[src/rtl/mem_access_ctrl.sv]
// mem_access_ctrl: arbitrates fetch/data requests onto one combinational memory port, checks the memory map
// and registers responses; define MAC_STATS_EN to add saturating fetch/load/store/fault ack counters.
module mem_access_ctrl #(
  parameter int WAIT_CYCLES = 1,
  parameter int INST_BASE   = 1024,
  parameter int DATA_WORDS  = 1024
) (
  input  logic        clk,
  input  logic        rst_n,
  input  logic        if_req,
  input  logic [31:0] if_addr,
  output logic        if_ack,
  output logic [31:0] if_data,
  output logic        if_fault,
  input  logic        d_req,
  input  logic        d_we,
  input  logic [31:0] d_addr,
  input  logic [31:0] d_wdata,
  output logic        d_ack,
  output logic [31:0] d_rdata,
  output logic        d_fault,
  output logic [31:0] mem_addr,
  output logic [31:0] mem_wdata,
  output logic        mem_R,
  output logic        mem_W,
  input  logic [31:0] mem_out,
  output logic        busy
`ifdef MAC_STATS_EN
  ,
  output logic [15:0] fetch_cnt,
  output logic [15:0] load_cnt,
  output logic [15:0] store_cnt,
  output logic [15:0] fault_cnt
`endif
);
  typedef enum logic [1:0] {IDLE, ACCESS, RESP} state_t;
  state_t state;
  logic last_f, cur_f, gnt_f, f_bad, d_bad;
  logic [3:0] cnt;
  always_comb begin
    gnt_f = if_req && (!d_req || !last_f);
    f_bad = if_addr < 32'(INST_BASE) || if_addr[1:0] != 2'b00;
    d_bad = d_addr >= 32'(DATA_WORDS);
  end
  assign busy = state != IDLE;
  always_ff @(posedge clk) begin
    if (!rst_n) begin
      state     <= IDLE;
      last_f    <= 1'b1;
      cur_f     <= 1'b0;
      cnt       <= 4'd0;
      mem_addr  <= 32'd0;
      mem_wdata <= 32'd0;
      mem_R     <= 1'b0;
      mem_W     <= 1'b0;
      if_ack    <= 1'b0;
      if_data   <= 32'd0;
      if_fault  <= 1'b0;
      d_ack     <= 1'b0;
      d_rdata   <= 32'd0;
      d_fault   <= 1'b0;
    end else begin
      case (state)
        IDLE: if (if_req || d_req) begin
          cur_f  <= gnt_f;
          last_f <= gnt_f;
          cnt    <= 4'd0;
          if (gnt_f ? f_bad : d_bad) begin
            state    <= RESP;
            if_ack   <= gnt_f;
            d_ack    <= !gnt_f;
            if_fault <= gnt_f;
            d_fault  <= !gnt_f;
          end else begin
            state     <= ACCESS;
            mem_addr  <= gnt_f ? if_addr : d_addr;
            mem_wdata <= (!gnt_f && d_we) ? d_wdata : 32'd0;
            mem_R     <= gnt_f || !d_we;
            mem_W     <= !gnt_f && d_we;
          end
        end
        ACCESS: if (cnt == 4'(WAIT_CYCLES)) begin
          state     <= RESP;
          mem_addr  <= 32'd0;
          mem_wdata <= 32'd0;
          mem_R     <= 1'b0;
          mem_W     <= 1'b0;
          if_ack    <= cur_f;
          d_ack     <= !cur_f;
          if_data   <= cur_f ? mem_out : 32'd0;
          d_rdata   <= (!cur_f && mem_R) ? mem_out : 32'd0;
        end else cnt <= cnt + 4'd1;
        default: begin
          state    <= IDLE;
          if_ack   <= 1'b0;
          if_data  <= 32'd0;
          if_fault <= 1'b0;
          d_ack    <= 1'b0;
          d_rdata  <= 32'd0;
          d_fault  <= 1'b0;
        end
      endcase
    end
  end
`ifdef MAC_STATS_EN
  logic st_we;
  function automatic logic [15:0] sat(input logic [15:0] c, input logic e);
    return c + 16'(e && c != 16'hFFFF);
  endfunction
  always_ff @(posedge clk) begin
    if (!rst_n) begin
      st_we     <= 1'b0;
      fetch_cnt <= 16'd0;
      load_cnt  <= 16'd0;
      store_cnt <= 16'd0;
      fault_cnt <= 16'd0;
    end else begin
      if (state == IDLE && d_req && !gnt_f) st_we <= d_we;
      fetch_cnt <= sat(fetch_cnt, if_ack && !if_fault);
      load_cnt  <= sat(load_cnt, d_ack && !d_fault && !st_we);
      store_cnt <= sat(store_cnt, d_ack && !d_fault && st_we);
      fault_cnt <= sat(fault_cnt, (if_ack && if_fault) || (d_ack && d_fault));
    end
  end
`endif
endmodule
[config.mk]
export PLATFORM = sky130hd
export DESIGN_NAME = mem_access_ctrl
export DESIGN_NICKNAME = d
export VERILOG_FILES = /design/src/rtl/mem_access_ctrl.sv
export SDC_FILE = /design/constraint.sdc
export NUM_CORES = 1
export LEC_CHECK = 0
export ABC_AREA = 1
export CELL_PAD_IN_SITES_DETAIL_PLACEMENT = 0
export CELL_PAD_IN_SITES_GLOBAL_PLACEMENT = 1
export CORE_ASPECT_RATIO = 0.5
export CORE_MARGIN = 5
export CORE_UTILIZATION = 27
export CTS_BUF_LIST = sky130_fd_sc_hd__clkbuf_2 sky130_fd_sc_hd__clkbuf_4 sky130_fd_sc_hd__clkbuf_8
export CTS_CLUSTER_DIAMETER = 200
export DETAILED_ROUTE_END_ITERATION = 8
export PLACE_DENSITY_LB_ADDON = 0.3
export SLEW_MARGIN = 10
export SYNTH_ARGS = -nofsm -noshare
export SYNTH_HDL_FRONTEND = slang
export SYNTH_SLANG_ARGS = --single-unit
[constraint.sdc]
create_clock -name clk -period 1.76 [get_ports clk]
set_input_delay 0.352 -clock clk [delete_from_list [all_inputs] [get_ports clk]]
set_output_delay 0.352 -clock clk [all_outputs]
set_load 0.05 [all_outputs]
# Word-level counts from Yosys, hierarchy flattened
# Index checks and enable logic that the tools add are counted.
[op_classes] add_sub_neg=1 n_mul=0 div=0 n_lt_le_gt_ge=2 n_eq_ne=7 shift=0 n_mux=40 bitwise_logic=2 n_reduce_logical=23
[ops] cell="$mux W32" count=11
[ops] cell="$pmux W32 S2" count=4
[ops] cell="$ge A32 B11 Y1 const B" count=1
[ops] cell="$lt A32 B11 Y1 const B" count=1
[ops] cell="$mux W1" count=12
[ops] cell="$pmux W1 S2" count=6
[ops] cell="$ne A2 B2 Y1 const B" count=5
[ops] cell="$reduce_and A3 Y1" count=3
[ops] cell="$mux W4" count=2
[ops] cell="$pmux W4 S2" count=1
[ops] cell="$mux W2" count=3
[ops] cell="$reduce_and A2 Y1" count=3
[ops] cell="$reduce_bool A2 Y1" count=3
[ops] cell="$logic_not A1 Y1" count=5
[ops] cell="$add A4 B1 Y4 const B" count=1
[ops] cell="$eq A4 B1 Y1 const B" count=1
[ops] cell="$logic_or A1 B1 Y1" count=4
[ops] cell="$pmux W2 S2" count=1
[ops] cell="$reduce_and A4 Y1" count=1
[ops] cell="$logic_and A1 B1 Y1" count=3
[ops] cell="$eq A2 B1 Y1 const B" count=1
[ops] cell="$logic_not A2 Y1" count=1
[ops] cell="$not A1 Y1" count=2
[totals] ff_bits=142 latch_bits=0 ram_bits=0 rom_bits=0 in_bits=133 out_inout_bits=135 wordCells=89 n_memories=0

# Logic depth before layout (Yosys ltp)
# Gate-level depths: netlist (run 1).
[logic_depth] word_depth=9 ltp_mapped=13 depth_no_buf=12

# Least setup slack after synthesis (run 1)
# Ideal clock, no wire load.
[synth_path] kind="reg2reg" from="register state[1]" to="register mem_W" setup_time_ns=0.132 arrival_time_ns=1.631 t_required_ns=1.628 slack_ns=-0.003 path_stages_with_launch=12 path_buffers=2 synth_period_minus_slack_ns=1.763 path_cell_list="dfxtp_1 > nor2_2 > inv_2 > nor2_1 > inv_2 > nand2_2 > nor2_2 > nand2_2 > buf_4 > buf_4 > nand2_1 > a21oi_1"
[synth_between] elab_chain_cells=3 elab_cells_between_ends=8 classes_between="eq/ne: 4; mux: 1; reduce/logical: 3"
[synth_rtl] item="from (decl)" line="37" text="state_t state;"
[synth_rtl] item="from (signal assigned)" line="48" text="state <= IDLE;"
[synth_rtl] item="from (signal assigned)" line="69" text="state <= RESP;"
[synth_rtl] item="from (signal assigned)" line="75" text="state <= ACCESS;"
[synth_rtl] item="$eq A2 B1 Y1 or $logic_not A2 Y1 (tied branches)" line="63" text="case (state)"
[synth_rtl] item="$ne A2 B2 Y1 (no line) or $reduce_bool A2 Y1 (tied branches)"
[synth_rtl] item="$reduce_and A4 Y1 (no line)"
[synth_rtl] item="to (signal assigned)" line="79" text="mem_W <= !gnt_f && d_we;"
[synth_rtl] item="to (decl)" line="25" text="output logic mem_W,"
# Several ways; a longest one is shown, not always the timed one.
# A chain may end at the register's enable or synchronous reset.

# Worst setup path after layout (run 1)
[layout_path] from="input port if_addr[19]" to="register mem_addr[1]"
[layout_between] elab_chain_cells=5
[layout_rtl] item="from (decl)" line="11" text="input logic [31:0] if_addr,"
[layout_rtl] item="$lt A32 B11 Y1" line="42" text="f_bad = if_addr < 32'(INST_BASE) || if_addr[1:0] != 2'b00;"
[layout_rtl] item="$logic_or A1 B1 Y1" line="42"
[layout_rtl] item="$mux W1" line="68" text="if (gnt_f ? f_bad : d_bad) begin"
[layout_rtl] item="$ne A2 B2 Y1 (no line)"
[layout_rtl] item="$reduce_and A4 Y1 (no line)"
[layout_rtl] item="to (signal assigned)" line="76" text="mem_addr <= gnt_f ? if_addr : d_addr;"
[layout_rtl] item="to (decl)" line="22" text="output logic [31:0] mem_addr,"
# No other way between the ends.

==> metrics.md, run 1 <==
| Metric | Value |
|---|---|
| Status | `completed` |
| I/O pin cnt | `268` |
| Req. time, crit path | `2.13 ns` |
| Worst Hold Class | `in -> reg` |
| Layout cell share with drive strength beyond 1 | `0.220` |
| CTS tree | `yes` |
| Final WL | `about 23000 um` |
| Leakage power | `4.05 nW` |
| Register bit total from synthesis | `142` |
| Worst setup SP type | `input pin` |
| RSZ-0062 raised after global routing | `true` |
| GP Congestion | `roughly 0.79` |
| Maximum Capacitance Violations | `0` |
| Slew @ Worst Pin | `0.364 ns` |
| Routed met3 length | `1210 um` |
| # port buffers | `267` |
| Power density cells | `940 mW/mm^2` |
| Initial antenna violation count | `2` |
| P&R area growth vs syn | `60.1%` |
| Final ANT Viol Nets | `0` |
| Worst path slowest cell | `clkdlybuf4s50_1` |
| Synth cell types | `22` |
| First-pass DRT Iterations | `5` |
| Wire length per cell | `15.6 um` |
| Initial core utilization | `0.272` |
| Later-pin clock latency in the skew report | `0.48 ns` |
| NumNets Final | `1306` |
| RR Startpoint | `last_f` |
| Top layer in use | `met4` |
| Final slew viol count | `0` |
| Worst Path Max Fanout | `15` |
| Area after DPL | `a little over 0.009 mm^2` |
| Setup tns final | `0 ns` |
| Most used cell, CP | `nor2_1` |
| Fmax | `between 500 and 600 MHz` |
| Clock buffer depth | `2` |
| Wire length on met1 | `between 10000 and 15000 um` |
| Syn avg cell area | `6.99 um^2` |
| Initial DRC count | `387` |
| Synthesized instance count | `883` |
| H-Tree Depth | `4` |
| Final hold vios | `0` |
| Total GRT Usage | `0.169` |
| Syn Nets | `roughly 1000` |
| Via count | `6785` |
| First-pass GRT wire length | `35000 um` |
| Crit. Startpoint | `if_addr[19]` |
| Synthesized area | `0.00617 mm^2` |
| Num CTS Buffers | `17` |
| Final hold slack | `roughly 0.17 ns` |
| Ys Warns | `0` |
| DR WL met2 | `about 12000 um` |
| Clock Pin Slew Worst Setup and Hold Paths | `roughly 0.09 ns` |
| Final Cell Area | `0.00987 mm^2` |
| Die Ht | `between 100 and 150 um` |
| Period utilization | `0.967` |
| Register area share after synthesis | `0.461` |
| Worst EP arrival | `2.08 ns` |
| Rel. slew slack | `0.758` |
| Maximum vdd drop | `0.498 mV` |
| Core ar. | `about 0.023 mm^2` |
| DR vias/cell | `4.54` |
| Dpl ws | `-0.405 ns` |
| Minimum clock period | `approximately 1.7 ns` |
| Largest net degree at the start of global routing | `60` |
| Grt ovf | `0` |
| Die X | `224 um` |
| Setup Skew | `0.0116 ns` |
| Critical Path End Type | `flip-flop` |
| Critical path class | `in -> reg` |
| Worst hold start | `rst_n` |
| Die ar. | `approximately 0.026 mm^2` |
| Root buffer cell | `clkbuf_8` |
| Remaining DRCs | `0` |
| Dpl hpwl | `16500 um` |
| Final setup fails | `0` |
| Vias in the first global route | `about 6500` |
| Row Count | `39` |
| Final WS setup | `roughly 0.058 ns` |
| CP Cell Sequence | `clkdlybuf4s50_1 -> nor2_1 -> nand2_1 -> nor2_2 -> nand3_2 -> nand2_2 -> nand3_4 -> nand2_4 -> clkinv_8 -> clkbuf_16 -> nor2_1 -> nor2_1` |
| Sinks on Clock Net | `142` |
| Slowest stage delay, CP | `0.43 ns` |
flip-flops by register name (all words and copies together), names as in the netlist:
signal     count
d_rdata       32
if_data       32
mem_addr      32
mem_wdata     32
cnt            4
state          2
cur_f          1
d_ack          1
d_fault        1
if_ack         1
if_fault       1
last_f         1
mem_R          1
mem_W          1
timing repair:
item | in CTS | in global routing
pin swaps | 0 | 8
endpoints found under the setup margin | 31 | 67
resized for setup | 1 | 24
hold buffers | 0 | 0
buffers inserted | 0 | 2
gates cloned | 0 | 6
layout make-up:
type	instances	area, um^2
fillers	2369	12800
repair buffers	331	3090
multi-input cells	643	2970
flip-flops and latches	142	2840
well taps	307	384
clock buffers	21	277
clock inverters	11	156
inverters	36	150
diodes	2	5.00
layer usage:
layer,vias to the layer above,track usage
li1,3463,-
met1,3155,0.202
met2,142,0.290
met3,25,0.0543
met4,0,0.0608
met5,-,0
cells in the mapped netlist:
cell / instances / area, um^2
nand2_1: 204 / 766
nor2_1: 151 / 567
dfxtp_1: 142 / 2840
a21oi_1: 118 / 591
nand3_1: 60 / 300
o21ai_0: 52 / 260
clkbuf_1: 38 / 143
nor3b_1: 32 / 240
inv_1: 31 / 116
buf_2: 11 / 55.1
buf_4: 10 / 75.1
a211oi_1: 6 / 45.0
inv_2: 5 / 18.8
nand4_1: 5 / 31.3
nor2_2: 4 / 25.0
buf_1: 3 / 11.3
nand2_2: 3 / 18.8
nor3_1: 3 / 15.0
ha_1: 2 / 25.0
and3_1: 1 / 6.26
nand3_2: 1 / 10.0
or2_2: 1 / 6.26
metrics by stage:
stage          total power [mW]  utilization  std cells
2_1_floorplan              5.19            -        883
3_3_place_gp               6.35        0.407       1451
3_5_place_dp               6.36        0.407       1451
4_1_cts                    9.29        0.426       1483
5_1_grt                    9.77        0.436       1493
6_report                   9.28        0.436       1493
report_power, final:
| group | internal [mW] | switching, mW | leakage [nW] |
|---|---|---|---|
| Sequential | 3.42 | 0.125 | 1.15 |
| Clock | 1.52 | 1.37 | 0.210 |
| Combinational | 1.11 | 1.74 | 2.69 |
cells by family (layout without fill, tap and decap cells):
family	after synthesis	in the layout	synth area share
flip-flops	142	142	0.461
other	0	2	0
AND/OR/NAND/NOR	465	465	0.322
AO/OA/AOI/OAI	176	176	0.145
adder cells (fa/ha/maj)	2	2	0.00406
buffers and inverters	98	399	0.0680
layout by cell type, fill, tap and decap left out, types with 5 or more instances in the layout:
master           count
nand4_1              5
nand2_2              6
nand2_1            200
nor2_1             144
dfxtp_1            141
a21oi_1            118
clkbuf_16            5
nor3b_1             32
nand3_1             58
clkbuf_8            19
o21ai_0             51
nor2_2               8
buf_4              177
a211oi_1             6
buf_12              14
inv_1               30
clkdlybuf4s50_1    130
critical path: cells and delay by family:
kind                   cells  cell delay (ns)
AND/OR/NAND/NOR            9             0.99
buffers and inverters      3             0.73
path summary, 6_finish.rpt:
path              cells after the start             to  slack, ns
setup / recovery                     12    mem_addr[1]       0.06
hold / removal                        3         if_ack       0.17
setup reg to reg                     11  mem_wdata[27]       0.07
hold reg to reg                       2  mem_wdata[14]       0.46
Power figures use the tool's default switching activity.
==> run 2, diff against run 1 <==
RECOVER_POWER = 50   (was unset)
==> run 2 against run 1 <==
  * Total power shrank 1.1%
  * Utilization shrank 1.4 points
  * First-iteration DRC count grew 6.7%
  * Clock power is essentially flat
  * Sequential share of layout area grew 0.93 points
  * Cell count is the same
  * Die area is the same
  * Critical path type unchanged
  * Critical endpoint unchanged
  * Largest cell class is now multi-input gates
==> metrics.md, run 2 (synthesized netlist as in run 1, its figures left out) <==
| Metric | Value |
|---|---|
| Worst EP arrival | `about 2.1 ns` |
| Final setup fails | `0` |
| Maximum Capacitance Violations | `0` |
| Minimum clock period | `1.71 ns` |
| Setup tns final | `0 ns` |
| Req. time, crit path | `2.13 ns` |
| Later-pin clock latency in the skew report | `approximately 0.47 ns` |
| Clock buffer depth | `2` |
| Most frequent cells in the layout | `nand2_1, nor2_1, dfxtp_1` |
| Die ar. | `0.0262 mm^2` |
| Initial core utilization | `0.272` |
| Layout cell share with drive strength beyond 1 | `0.220` |
| Num CTS Buffers | `17` |
| Status | `completed` |
| Worst hold start | `rst_n` |
| RSZ-0062 raised after global routing | `true` |
| Remaining DRCs | `0` |
| Power density cells | `960 mW/mm^2` |
| Switch Pwr | `3.23 mW` |
| Clock share of power | `0.315` |
| Largest net degree at the start of global routing | `60` |
| Final hold vios | `0` |
| Leakage power | `3.95 nW` |
| Total GRT Usage | `0.169` |
| Placed cells | `1451` |
| Fmax | `around 590 MHz` |
| CTS tree | `yes` |
| Via count | `6771` |
| Worst setup SP type | `input pin` |
| Clock Pin Slew Worst Setup and Hold Paths | `0.09 ns` |
| Worst r2r path cells | `11` |
| H-Tree Depth | `4` |
| DR vias/cell | `4.54` |
| Maximum vdd drop | `0.492 mV` |
| Register share of total power | `0.386` |
| Switch share | `0.352` |
| Vias in the first global route | `6517` |
| Hold Path Cell Cnt | `3` |
| Critical path class | `in -> reg` |
| Post-CTS Hold Buffers | `0` |
| Gate power share | `0.299` |
| Rel. slew slack | `0.758` |
| Final slew viol count | `0` |
| Hold Path Sink | `if_ack` |
| Fillcell total | `2443` |
| P&R area growth vs syn | `55.1%` |
| Final ANT Viol Nets | `0` |
| First-pass DRT Iterations | `4` |
| Reg2Reg Setup Slack | `approximately 0.08 ns` |
| Initial antenna violation count | `2` |
| Period utilization | `0.971` |
| First-pass GRT wire length | `35000 um` |
| Worst Path Max Fanout | `15` |
| Cell internal pwr | `5.95 mW` |
| Final hold slack | `0.174 ns` |
| Root buffer cell | `clkbuf_8` |
| Final WL | `23300 um` |
| I/O pin cnt | `268` |
| Worst Hold Class | `in -> reg` |
| # port buffers | `about 270` |
| Initial DRC count | `413` |
| Die Ht | `about 120 um` |
| Critical Path End Type | `flip-flop` |
| GP Congestion | `0.792` |
| Die X | `approximately 220 um` |
| Wire length per cell | `between 15 and 20 um` |
| Slew @ Worst Pin | `about 0.36 ns` |
| Dpl hpwl | `between 15000 and 20000 um` |
| Core ar. | `0.0226 mm^2` |
| Setup Skew | `0.0118 ns` |
| RR Startpoint | `last_f` |
| Reg2reg end | `mem_wdata[27]` |
| Row Count | `39` |
| NumNets Final | `about 1300` |
| Commonest non-fill, non-tap cell in the layout | `nand2_1` |
| Grt ovf | `0` |
| Sinks on Clock Net | `about 140` |
| Final cell count without fillers | `1493` |
[run 2: worst max-delay path by stage]
stage                           start      endpoint  slack [ns]  cells past startpoint
after floorplan                 d_req         mem_W        0.08                     11
after global placement         if_req         mem_R       -0.38                     10
after detailed placement       if_req  mem_addr[25]       -0.41                     12
after CTS                      cnt[1]         mem_R      0.0002                     10
after global routing           last_f  mem_addr[22]       -0.02                     11
final                     if_addr[19]   mem_addr[1]        0.05                     12
[run 2: cell type report]
| type | instances | area, um^2 | share of cell area |
|---|---|---|---|
| Multi-Input combinational cell | 643 | 2970 | 0.311 |
| Sequential cell | 142 | 2840 | 0.297 |
| Timing Repair Buffer | 331 | 2780 | 0.290 |
| Tap cell | 307 | 384 | 0.0402 |
| Clock buffer | 21 | 277 | 0.0289 |
| Clock inverter | 11 | 156 | 0.0164 |
| Inverter | 36 | 150 | 0.0157 |
| Antenna cell | 2 | 5.00 | 0.000523 |
[run 2: repair_timing]
action / CTS / global route
resized for setup: 1 / 24
cloned: 0 / 6
setup endpoints to repair: 31 / 67
pin swaps: 0 / 8
setup buffers: 0 / 2
[run 2: power by group through the flow]
stage | Combinational (mW) | Sequential, mW | Clock, mW
after global placement | 2.74 | 3.61 | 0
after global routing | 2.96 | 3.57 | 3.13
after detailed placement | 2.74 | 3.61 | 0
final | 2.75 | 3.54 | 2.89
after floorplan | 0.945 | 4.25 | 0
after CTS | 2.75 | 3.54 | 2.99
[run 2: metal layers]
layer	track usage	routed length, um
met3	0.0543	1230
met1	0.202	10100
met2	0.290	11500
met4	0.0608	456
met5	0	0
[run 2: critical path, cell delays in order]
cell and delay, ns:
clkdlybuf4s50_1 0.43, nor2_1 0.14, nand2_1 0.09, nor2_2 0.16
nand3_2 0.10, nand2_2 0.10, nand3_4 0.08, nand2_4 0.17
clkinv_8 0.11, clkbuf_16 0.19, nor2_1 0.10, nor2_1 0.05
[run 2: stage by stage]
stage	instance area [um^2]	util	power, mW	setup WS [ns]
4_1_cts	9640	0.426	9.29	0.000248
5_1_grt	9560	0.422	9.66	-0.0162
2_1_floorplan	6170	-	5.19	0.0793
3_3_place_gp	9210	0.407	6.35	-0.382
6_report	9560	0.422	9.18	0.0517
3_5_place_dp	9210	0.407	6.36	-0.405
